[src/rtl/systolic_pkg.sv]
// Shared definitions for the output-stationary systolic array and its sequencer.
package systolic_pkg;

    // Default array geometry, shared by the PE array and the sequencer
    localparam int DEF_N     = 4;
    localparam int DEF_K_MAX = 256;

    // Sequencer state width and encoding
    localparam int SEQ_SW = 3;

    typedef enum logic [SEQ_SW-1:0] {
        SEQ_IDLE  = 3'd0,
        SEQ_CLEAR = 3'd1,
        SEQ_FEED  = 3'd2,
        SEQ_DRAIN = 3'd3,
        SEQ_DONE  = 3'd4
    } seq_state_t;

endpackage

[src/rtl/systolic_skew.sv]
// N-tap skew shift register: tap i carries the input delayed by 1+i cycles.
// Used once for the A-operand rows and once for the B-operand columns.
module systolic_skew
    import systolic_pkg::*;
#(
    parameter int N = DEF_N
) (
    input  logic         i_clk,
    input  logic         i_rst,
    input  logic         i_clr,
    input  logic         i_in,
    output logic [N-1:0] o_tap
);

    logic [N-1:0] r_tap;

    // Shift the strobe one tap per cycle; reset and clear flush every tap at once
    always_ff @(posedge i_clk) begin
        if (!i_rst || i_clr) begin
            r_tap <= '0;
        end else begin
            r_tap <= {r_tap[N-2:0], i_in};
        end
    end

    assign o_tap = r_tap;

endmodule

[src/rtl/systolic_seq_ctrl.sv]
// Run sequencer for the NxN output-stationary systolic array.
//
//   state | meaning
//   ------+-----------------------------------------------------------
//   IDLE  | waiting for start; clear_all here only pulses acc_clr
//   CLEAR | one cycle: acc_clr, valid_out cleared, counter to 0
//   FEED  | K cycles: operand reads, rd_addr = T
//   DRAIN | 2N cycles: skew lines flush, valid_out fills row by row
//   DONE  | one cycle: done pulse, then back to IDLE
//
// r_cnt holds T, the cycle index from the first FEED cycle; it is one
// bit wider than k_len so K+2N never wraps. Every output is a register
// loaded from the next-state decode, so outputs line up with the state
// they describe.
module systolic_seq_ctrl
    import systolic_pkg::*;
#(
    parameter int N     = DEF_N,
    parameter int K_MAX = DEF_K_MAX,
    parameter int KW    = $clog2(K_MAX + 1),
    parameter int AW    = $clog2(K_MAX)
) (
    input  logic          i_clk,
    input  logic          i_rst,
    input  logic          i_start,
    input  logic          i_clear_all,
    input  logic [KW-1:0] i_k_len,
    output logic          o_rd_en,
    output logic [AW-1:0] o_rd_addr,
    output logic [N-1:0]  o_row_en,
    output logic [N-1:0]  o_col_en,
    output logic          o_acc_clr,
    output logic          o_busy,
    output logic          o_done,
    output logic [N-1:0]  o_valid_out
);

    localparam int CW = KW + 1;

    localparam logic [SEQ_SW-1:0] S_IDLE  = SEQ_IDLE;
    localparam logic [SEQ_SW-1:0] S_CLEAR = SEQ_CLEAR;
    localparam logic [SEQ_SW-1:0] S_FEED  = SEQ_FEED;
    localparam logic [SEQ_SW-1:0] S_DRAIN = SEQ_DRAIN;
    localparam logic [SEQ_SW-1:0] S_DONE  = SEQ_DONE;

    logic [SEQ_SW-1:0] r_state;
    logic [SEQ_SW-1:0] w_nxt_state;
    logic [CW-1:0]     r_cnt;
    logic [CW-1:0]     w_nxt_cnt;
    logic [KW-1:0]     r_k;
    logic [KW-1:0]     w_nxt_k;
    logic [KW-1:0]     w_k_sat;
    logic [CW-1:0]     w_k_ext;
    logic [CW-1:0]     w_feed_last;
    logic [CW-1:0]     w_drain_last;
    logic              w_nxt_acc_clr;
    logic              w_clr_valid;
    logic [N-1:0]      w_valid_set;

    logic              r_rd_en;
    logic [AW-1:0]     r_rd_addr;
    logic              r_acc_clr;
    logic              r_busy;
    logic              r_done;
    logic [N-1:0]      r_valid;

    // Saturate the requested length and derive the terminal counts for FEED and DRAIN
    always_comb begin
        w_k_sat      = (i_k_len > KW'(K_MAX)) ? KW'(K_MAX) : i_k_len;
        w_k_ext      = {1'b0, r_k};
        w_feed_last  = w_k_ext - CW'(1);
        w_drain_last = w_k_ext + CW'(2 * N - 1);
    end

    // Next-state decode; clear_all overrides everything, including a start in the same cycle
    always_comb begin
        w_nxt_state   = r_state;
        w_nxt_cnt     = r_cnt;
        w_nxt_k       = r_k;
        w_nxt_acc_clr = 1'b0;
        if (i_clear_all) begin
            w_nxt_state   = S_IDLE;
            w_nxt_cnt     = '0;
            w_nxt_acc_clr = 1'b1;
        end else begin
            case (r_state)
                S_IDLE: begin
                    if (i_start) begin
                        w_nxt_state = S_CLEAR;
                        w_nxt_cnt   = '0;
                        w_nxt_k     = w_k_sat;
                    end
                end
                S_CLEAR: begin
                    w_nxt_cnt   = '0;
                    w_nxt_state = (r_k == '0) ? S_DRAIN : S_FEED;
                end
                S_FEED: begin
                    w_nxt_cnt = r_cnt + CW'(1);
                    if (r_cnt == w_feed_last) begin
                        w_nxt_state = S_DRAIN;
                    end
                end
                S_DRAIN: begin
                    w_nxt_cnt = r_cnt + CW'(1);
                    if (r_cnt == w_drain_last) begin
                        w_nxt_state = S_DONE;
                    end
                end
                S_DONE: begin
                    w_nxt_state = S_IDLE;
                    w_nxt_cnt   = '0;
                end
                default: begin
                    w_nxt_state = S_IDLE;
                    w_nxt_cnt   = '0;
                end
            endcase
            if (w_nxt_state == S_CLEAR) begin
                w_nxt_acc_clr = 1'b1;
            end
        end
    end

    // Row r's results are final at T = K+N+r, which always falls inside DRAIN
    always_comb begin
        w_clr_valid = i_clear_all || (w_nxt_state == S_CLEAR);
        w_valid_set = '0;
        for (int r = 0; r < N; r++) begin
            w_valid_set[r] = (w_nxt_state == S_DRAIN) &&
                             (w_nxt_cnt == w_k_ext + CW'(N + r));
        end
    end

    // State, counter and all registered outputs
    always_ff @(posedge i_clk) begin
        if (!i_rst) begin
            r_state   <= S_IDLE;
            r_cnt     <= '0;
            r_k       <= '0;
            r_rd_en   <= 1'b0;
            r_rd_addr <= '0;
            r_acc_clr <= 1'b0;
            r_busy    <= 1'b0;
            r_done    <= 1'b0;
            r_valid   <= '0;
        end else begin
            r_state   <= w_nxt_state;
            r_cnt     <= w_nxt_cnt;
            r_k       <= w_nxt_k;
            r_rd_en   <= (w_nxt_state == S_FEED);
            r_rd_addr <= (w_nxt_state == S_FEED) ? w_nxt_cnt[AW-1:0] : '0;
            r_acc_clr <= w_nxt_acc_clr;
            r_busy    <= (w_nxt_state != S_IDLE);
            r_done    <= (w_nxt_state == S_DONE);
            if (w_clr_valid) begin
                r_valid <= '0;
            end else begin
                r_valid <= r_valid | w_valid_set;
            end
        end
    end

    // Buffer read latency is one cycle, so tap 0 of each skew line sits one cycle behind rd_en
    systolic_skew #(.N(N)) u_row_skew (
        .i_clk (i_clk),
        .i_rst (i_rst),
        .i_clr (i_clear_all),
        .i_in  (r_rd_en),
        .o_tap (o_row_en)
    );

    systolic_skew #(.N(N)) u_col_skew (
        .i_clk (i_clk),
        .i_rst (i_rst),
        .i_clr (i_clear_all),
        .i_in  (r_rd_en),
        .o_tap (o_col_en)
    );

    assign o_rd_en     = r_rd_en;
    assign o_rd_addr   = r_rd_addr;
    assign o_acc_clr   = r_acc_clr;
    assign o_busy      = r_busy;
    assign o_done      = r_done;
    assign o_valid_out = r_valid;

endmodule

[config.mk]
export PLATFORM = sky130hd
export DESIGN_NAME = systolic_seq_ctrl
export DESIGN_NICKNAME = d
export VERILOG_FILES = /design/src/rtl/systolic_pkg.sv /design/src/rtl/systolic_skew.sv /design/src/rtl/systolic_seq_ctrl.sv
export SDC_FILE = /design/constraint.sdc
export NUM_CORES = 1
export LEC_CHECK = 0
export CAP_MARGIN = 40
export CORE_ASPECT_RATIO = 0.6
export CORE_MARGIN = 2
export CORE_UTILIZATION = 52
export CTS_CLUSTER_SIZE = 40
export DETAILED_ROUTE_END_ITERATION = 8
export HOLD_SLACK_MARGIN = 0.12
export PLACE_DENSITY = 0.8
export SYNTH_ARGS = -nofsm -noshare
export SYNTH_HDL_FRONTEND = slang
export SYNTH_SLANG_ARGS = --single-unit
[constraint.sdc]
create_clock -name i_clk -period 2.5 [get_ports i_clk]
set_input_delay 0.5 -clock i_clk [delete_from_list [all_inputs] [get_ports i_clk]]
set_output_delay 0.5 -clock i_clk [all_outputs]
set_load 0.01 [all_outputs]
======== Word level (Yosys, flattened, before mapping) ========
Index checks and enable logic that the tools add are counted.
word-level totals
  output and inout bits ................... 24
  logic and storage cells ................. 62
  register bits ........................... 46
cells by class
  add/sub/neg operators ................... 6
  eq/ne operators ......................... 14
  reductions and logical operators ........ 14
  magnitude comparators ................... 1
  multiplexer cells ....................... 13
  bitwise gates (word level) .............. 3
operators by type and width
  kind                                                  count
  equality test 10 bit                                  6
  adder 9 x 3 -> 10 bit, second input constant          4
  2-to-1 mux 10 bit                                     2
  case mux 10 bit (2 select lines)                      1
  2-to-1 mux 3 bit                                      5
  equality test 3 x 2 -> 1 bit, second input constant   4
  case mux 3 bit (4 select lines)                       1
  adder 10 x 1 -> 10 bit, second input constant         1
  subtractor 9 x 1 -> 10 bit, second input constant     1
  equality test 3 x 1 -> 1 bit, second input constant   3
  greater-than comparator 9 bit, second input constant  1
  zero test 9 bit                                       1
  2-to-1 mux 9 bit                                      1
  logical AND 1 bit                                     4
  bitwise OR 4 bit                                      1
  OR reduction 2 bit                                    2
  equality test 3 bit, second input constant            1
  zero test 3 bit                                       1
  2-to-1 mux 1 bit                                      3
  AND reduction 3 bit                                   1
  nonzero test 3 bit                                    1
  logical OR 1 bit                                      2
  inverter 1 bit                                        2
  AND reduction 2 bit                                   1
  zero test 1 bit                                       1

======== Logic depth before layout (Yosys ltp) ========
  word-level depth ........................ 9
  gate-level depth with buffers ........... 11

======== Modules after synthesis ========
Synthesis repeated with hierarchy kept, for this count alone.
unflattened totals
  cell total of the unflattened synthesis .. 415
  area, all modules ....................... 3364.5 um^2
modules (own cells, without submodules)
  module             seq. area each (um^2)  cells each  area an instance (um^2)  times used
  systolic_seq_ctrl  760.7                  399         3134.3                   1
  systolic_skew      80.1                   8           115.1                    2

======== Worst setup path before layout ========
No wires, ideal clock.
  path kind ............................... reg-to-reg
  from .................................... reg r_k[2]
  to ...................................... reg r_valid[0] (netlist: o_valid_out[0])
  data arrival time ....................... 2.556 ns
  path buffers ............................ 2
  cell stages (with the launch flop) ...... 12
  path slack .............................. -0.173 ns
  cells stage by stage .................... dfxtp_1 -> clkbuf_1 -> inv_1 -> ha_1 -> nor2b_1 -> clkbuf_1 -> or3_1 -> a21oi_1 -> and4_1 -> a31oi_1 -> a31o_2 -> a32o_1
on the way
  cells in the longest elaborated chain, start to end .. 9
ends and longest elaborated chain
  item                                                                                 line                                                source
  start: declaration                                                                   systolic_seq_ctrl.sv:50                             logic [KW-1:0] r_k;
  start signal: assignment                                                             systolic_seq_ctrl.sv:150                            r_k <= w_nxt_k;
  adder 9 x 3 -> 10 bit / subtractor 9 x 1 -> 10 bit (equally long branches)           systolic_seq_ctrl.sv:72, systolic_seq_ctrl.sv:71
  equality test 10 bit, on equally long branches                                       systolic_seq_ctrl.sv:106, systolic_seq_ctrl.sv:100
  2-to-1 mux 3 bit, on equally long branches                                           systolic_seq_ctrl.sv:106, systolic_seq_ctrl.sv:100
  case mux 3 bit (4 select lines)                                                      systolic_seq_ctrl.sv:86                             case (r_state)
  2-to-1 mux 3 bit (2 in series)                                                       systolic_seq_ctrl.sv:81                             if (i_clear_all) begin
  equality test 3 x 2 -> 1 bit / equality test 3 x 1 -> 1 bit (equally long branches)  systolic_seq_ctrl.sv:130, systolic_seq_ctrl.sv:127
  logical AND 1 bit / logical OR 1 bit (equally long branches)                         systolic_seq_ctrl.sv:130, systolic_seq_ctrl.sv:127
  bitwise OR 4 bit / OR reduction 2 bit (equally long branches)                        n/a
  end signal: assignment                                                               systolic_seq_ctrl.sv:159                            r_valid <= r_valid | w_valid_set;
  end: declaration                                                                     systolic_seq_ctrl.sv:65                             logic [N-1:0] r_valid;
Parallel ways exist; a longest one is shown, timed or not. The select of a mux whose other input is x is not followed.
A chain may end at the register's enable or synchronous reset.

======== Worst setup path in the final report ========
  from .................................... reg r_cnt[2]
  to ...................................... reg r_valid[1] (netlist: o_valid_out[1])
on the way
  cells in the longest elaborated chain, start to end .. 8
ends and longest elaborated chain
  item                                                                            line                      source
  start: declaration                                                              systolic_seq_ctrl.sv:48   logic [CW-1:0] r_cnt;
  start signal: assignment                                                        systolic_seq_ctrl.sv:149  r_cnt <= w_nxt_cnt;
  parallel branches: the longest is 8 deep, another holds adder 10 x 1 -> 10 bit  n/a
Parallel ways; which one is timed is not known. The select of a mux whose other input is x is not followed.

==> reports/qor.yml <==
timing:
  setup_ws_ps: -184
  finalCritPeriodShare_pct: 107
  drv_slew: 0
  rsz0062_at_grt: "yes"
  fmax_ghz: 0.373
  setup_violations: 2
  holdWs_ps: 466
  max_slew_margin_pct: 63.9
  fin_worst_skew_ps: 13.9
  fin_crit_ps: 2680
  worstMarginPinSlew_ps: 539
  setup-tns-final_ps: -204
  finalHoldViolCount: 0
routing:
  firstDrtPassIters: 6
  drc: 0
  wl_um: 14600
  vias: 4178
  drt_iter0_markers: 472
  viasPerCell: 6.43
  ant_nets: 0
  routedWlPerCell_um: 22.4
yosys:
  synth.distinct_cells: 74
  yosysTopAreaCell: "dfxtp_1"
  synthXorXnorAreaFrac_pct: 12.6
  synth_area_um2: 3530
  async_reset_ff_share_pct: 0
  ys_ff_latch: 42
  synth_top_cell_area_share_pct: 23.8
  syn-num-nets: 463
  synth_top_family_by_area: "simple AND/OR/NAND/NOR gates"
  synth_edf_count: 0
  avgSynthCellArea_um2: 8.00
  synth-simple-area-share_pct: 33.1
  yosysSeqAreaShare_pct: 23.8
  netlist_instances: 441
  yosys-mux-area-fraction_pct: 2.02
  synth_ff_type: "dfxtp_1"
  ys_warn_count: 0
  synthAdderAreaFrac_pct: 3.19
  synth.area.top_cells: "dfxtp_1, xnor2_1, a21oi_1"
  synth-compound-area-share_pct: 19.4
worst_setup_path:
  startpoint_type: "register"
  r2r_cells: 11
  cp.arrival_ps: 2910
  crit_required_ps: 2730
  path_class: "reg -> reg"
  endpoint_kind: "register"
  worstPathMaxFanout: 5
  critPathLaunch: "r_cnt[2]"
  r2r-start: "r_cnt[2]"
floorplanning:
  start_util_pct: 53.3
  die_w_um: 110
  coreArea_um2: 6620
  rows: 23
  die-area_um2: 7480
  ioPinCount: 37
  die_y_um: 67.8
cts:
  cts_inserted_buffers: 5
  cts_tree: "built"
  clkSinkCount: 42
  cts_buffer_depth: 2
  clk_pin_slew_ps: 80
  holdBufCountCts: 0
  h-tree-depth: 2
  root_buffer: "clkbuf_16"
  clock_latency_ps: 310
global_routing:
  grt_pass1_vias: 3884
  grt_max_degree: 21
  antenna_found_initial: 0
  grt_use_total_pct: 38.5
  grt_pass1_wl_um: 20900
  grt_overflow: 0
final_layout:
  fin_area_um2: 5400
  layout-drive-gt1-share_pct: 37.1
  final_nets: 584
  fillers: 408
  synthToLayoutAreaGrowth_pct: 53.2
  antenna_cells: 0
outcome:
  outcome: "finished, violations left"
  violations: "negative setup slack"
place:
  hpwl_um: 10400
  placed_cell_area_um2: 4650
  dpl_worst_slack_ps: -504
  globalplace.congestion: 1.04
  port_buffers: 36
power:
  p_leak_nw: 2.16
  powerDensity_nw_per_um2: 350
  max-vdd-ir-drop_mv: 0.269
  power_mw: 1.89
worst_hold_path:
  min_from: "o_valid_out[1]"
  hold_depth: 2
  hold_path_class: "reg -> reg"
job:
  cap_viol_max_count: 0
[layout by cell type, fill, tap and decap left out, types with 5 or more instances in the layout]
master,Yosys,layout
nor3b_1,13,9
nor2_1,27,25
buf_4,4,106
nor3_1,18,12
buf_6,0,5
a21oi_1,29,26
clkbuf_16,0,5
o21ai_0,11,8
nand3_1,18,16
and3_1,8,8
clkdlybuf4s50_1,0,34
nor3_2,0,6
nand4_1,8,8
or3_1,9,6
xor2_1,16,13
inv_1,9,6
and2_1,16,14
dfxtp_1,42,34
xnor2_1,22,21
dfxtp_2,0,6
ha_4,0,5
buf_12,0,5
nor2b_1,16,16
nand2_1,25,25
[final timing paths]
check,endpoint,slack (ps)
setup / recovery,o_valid_out[1],-180
hold / removal,o_valid_out[1],470
setup reg to reg,o_valid_out[1],-180
hold reg to reg,o_valid_out[1],470
[layer usage]
metal  track usage (%)  vias up  share of wire (%)
met5                 0        -                  0
met4              10.5        0                2.9
met3              14.0       54                 14
met2              55.8      300                 42
met1              53.7     1979                 41
li1                  -     1845                  -
[worst max-delay path, stage by stage, from the launching register on]
cell      delay (ps)
dfxtp_1          490
buf_4            200
and3_1           300
mux2i_4          110
buf_4            140
buf_4            120
buf_4            130
nor3_1           150
o21ai_0          130
a221oi_1         430
o211ai_1         160
o31ai_1          250
[per-stage QoR]
stage	std cells	util, %
final	650	81.6
after global routing	650	81.6
after CTS	646	77.5
after detailed placement	630	70.2
after global placement	630	70.2
after floorplan	441	-
[cell usage after synthesis (4+ instances only)]
library cell	count
nor4bb_1	4
buf_4	4
nor4_1	8
clkbuf_1	20
xnor2_1	22
buf_2	11
o21ai_0	11
o211ai_1	4
dfxtp_1	42
a21o_1	4
nor2_1	27
nand2_1	25
mux2i_1	6
a21oi_1	29
ha_1	9
nand3_1	18
inv_1	9
nor3b_1	13
or3_1	9
nor3_1	18
and3_1	8
nand4_1	8
nor2b_1	16
a31o_2	5
a211oi_1	4
xor2_1	16
and2_1	16
[what timing repair did]
action / 4_1_cts / 5_1_grt
endpoints found under the setup margin: 16 / 14
setup buffers: 8 / 6
pin swaps: 16 / 26
resized for setup: 48 / 50
endpoints found under the hold margin: 0 / 0
[kinds of logic after synthesis]
family                   count (synthesis)
AO/OA/AOI/OAI                           96
XOR/XNOR                                43
adder cells (fa/ha/maj)                  9
buffers and inverters                   47
flip-flops                              42
multiplexers                             7
AND/OR/NAND/NOR                        197
[power by group]
group	switching (mW)	total (mW)	internal, mW
Clock	0.329	0.804	0.475
Sequential	0.0127	0.689	0.676
Combinational	0.202	0.398	0.196
[flip-flops by register name, summed over array words and instances (netlist names)]
signal / count
r_cnt: 10
o_rd_addr: 8
o_busy: 1
r_state: 3
o_done: 1
r_k: 9
o_acc_clr: 1
u_row_skew.o_tap: 4
o_valid_out: 4
o_rd_en: 1
[cell type report]
cell class | count | area [µm²] | share of cell area [%]
Clock buffer | 5 | 125 | 2.32
Sequential cell | 42 | 856 | 15.8
Timing Repair Buffer | 152 | 1310 | 24.3
Inverter | 9 | 36.3 | 0.672
Clock inverter | 3 | 43.8 | 0.811
Tap cell | 87 | 109 | 2.01
Multi-Input combinational cell | 352 | 2920 | 54.0
No activity file was read; power rests on OpenSTA's default activity.
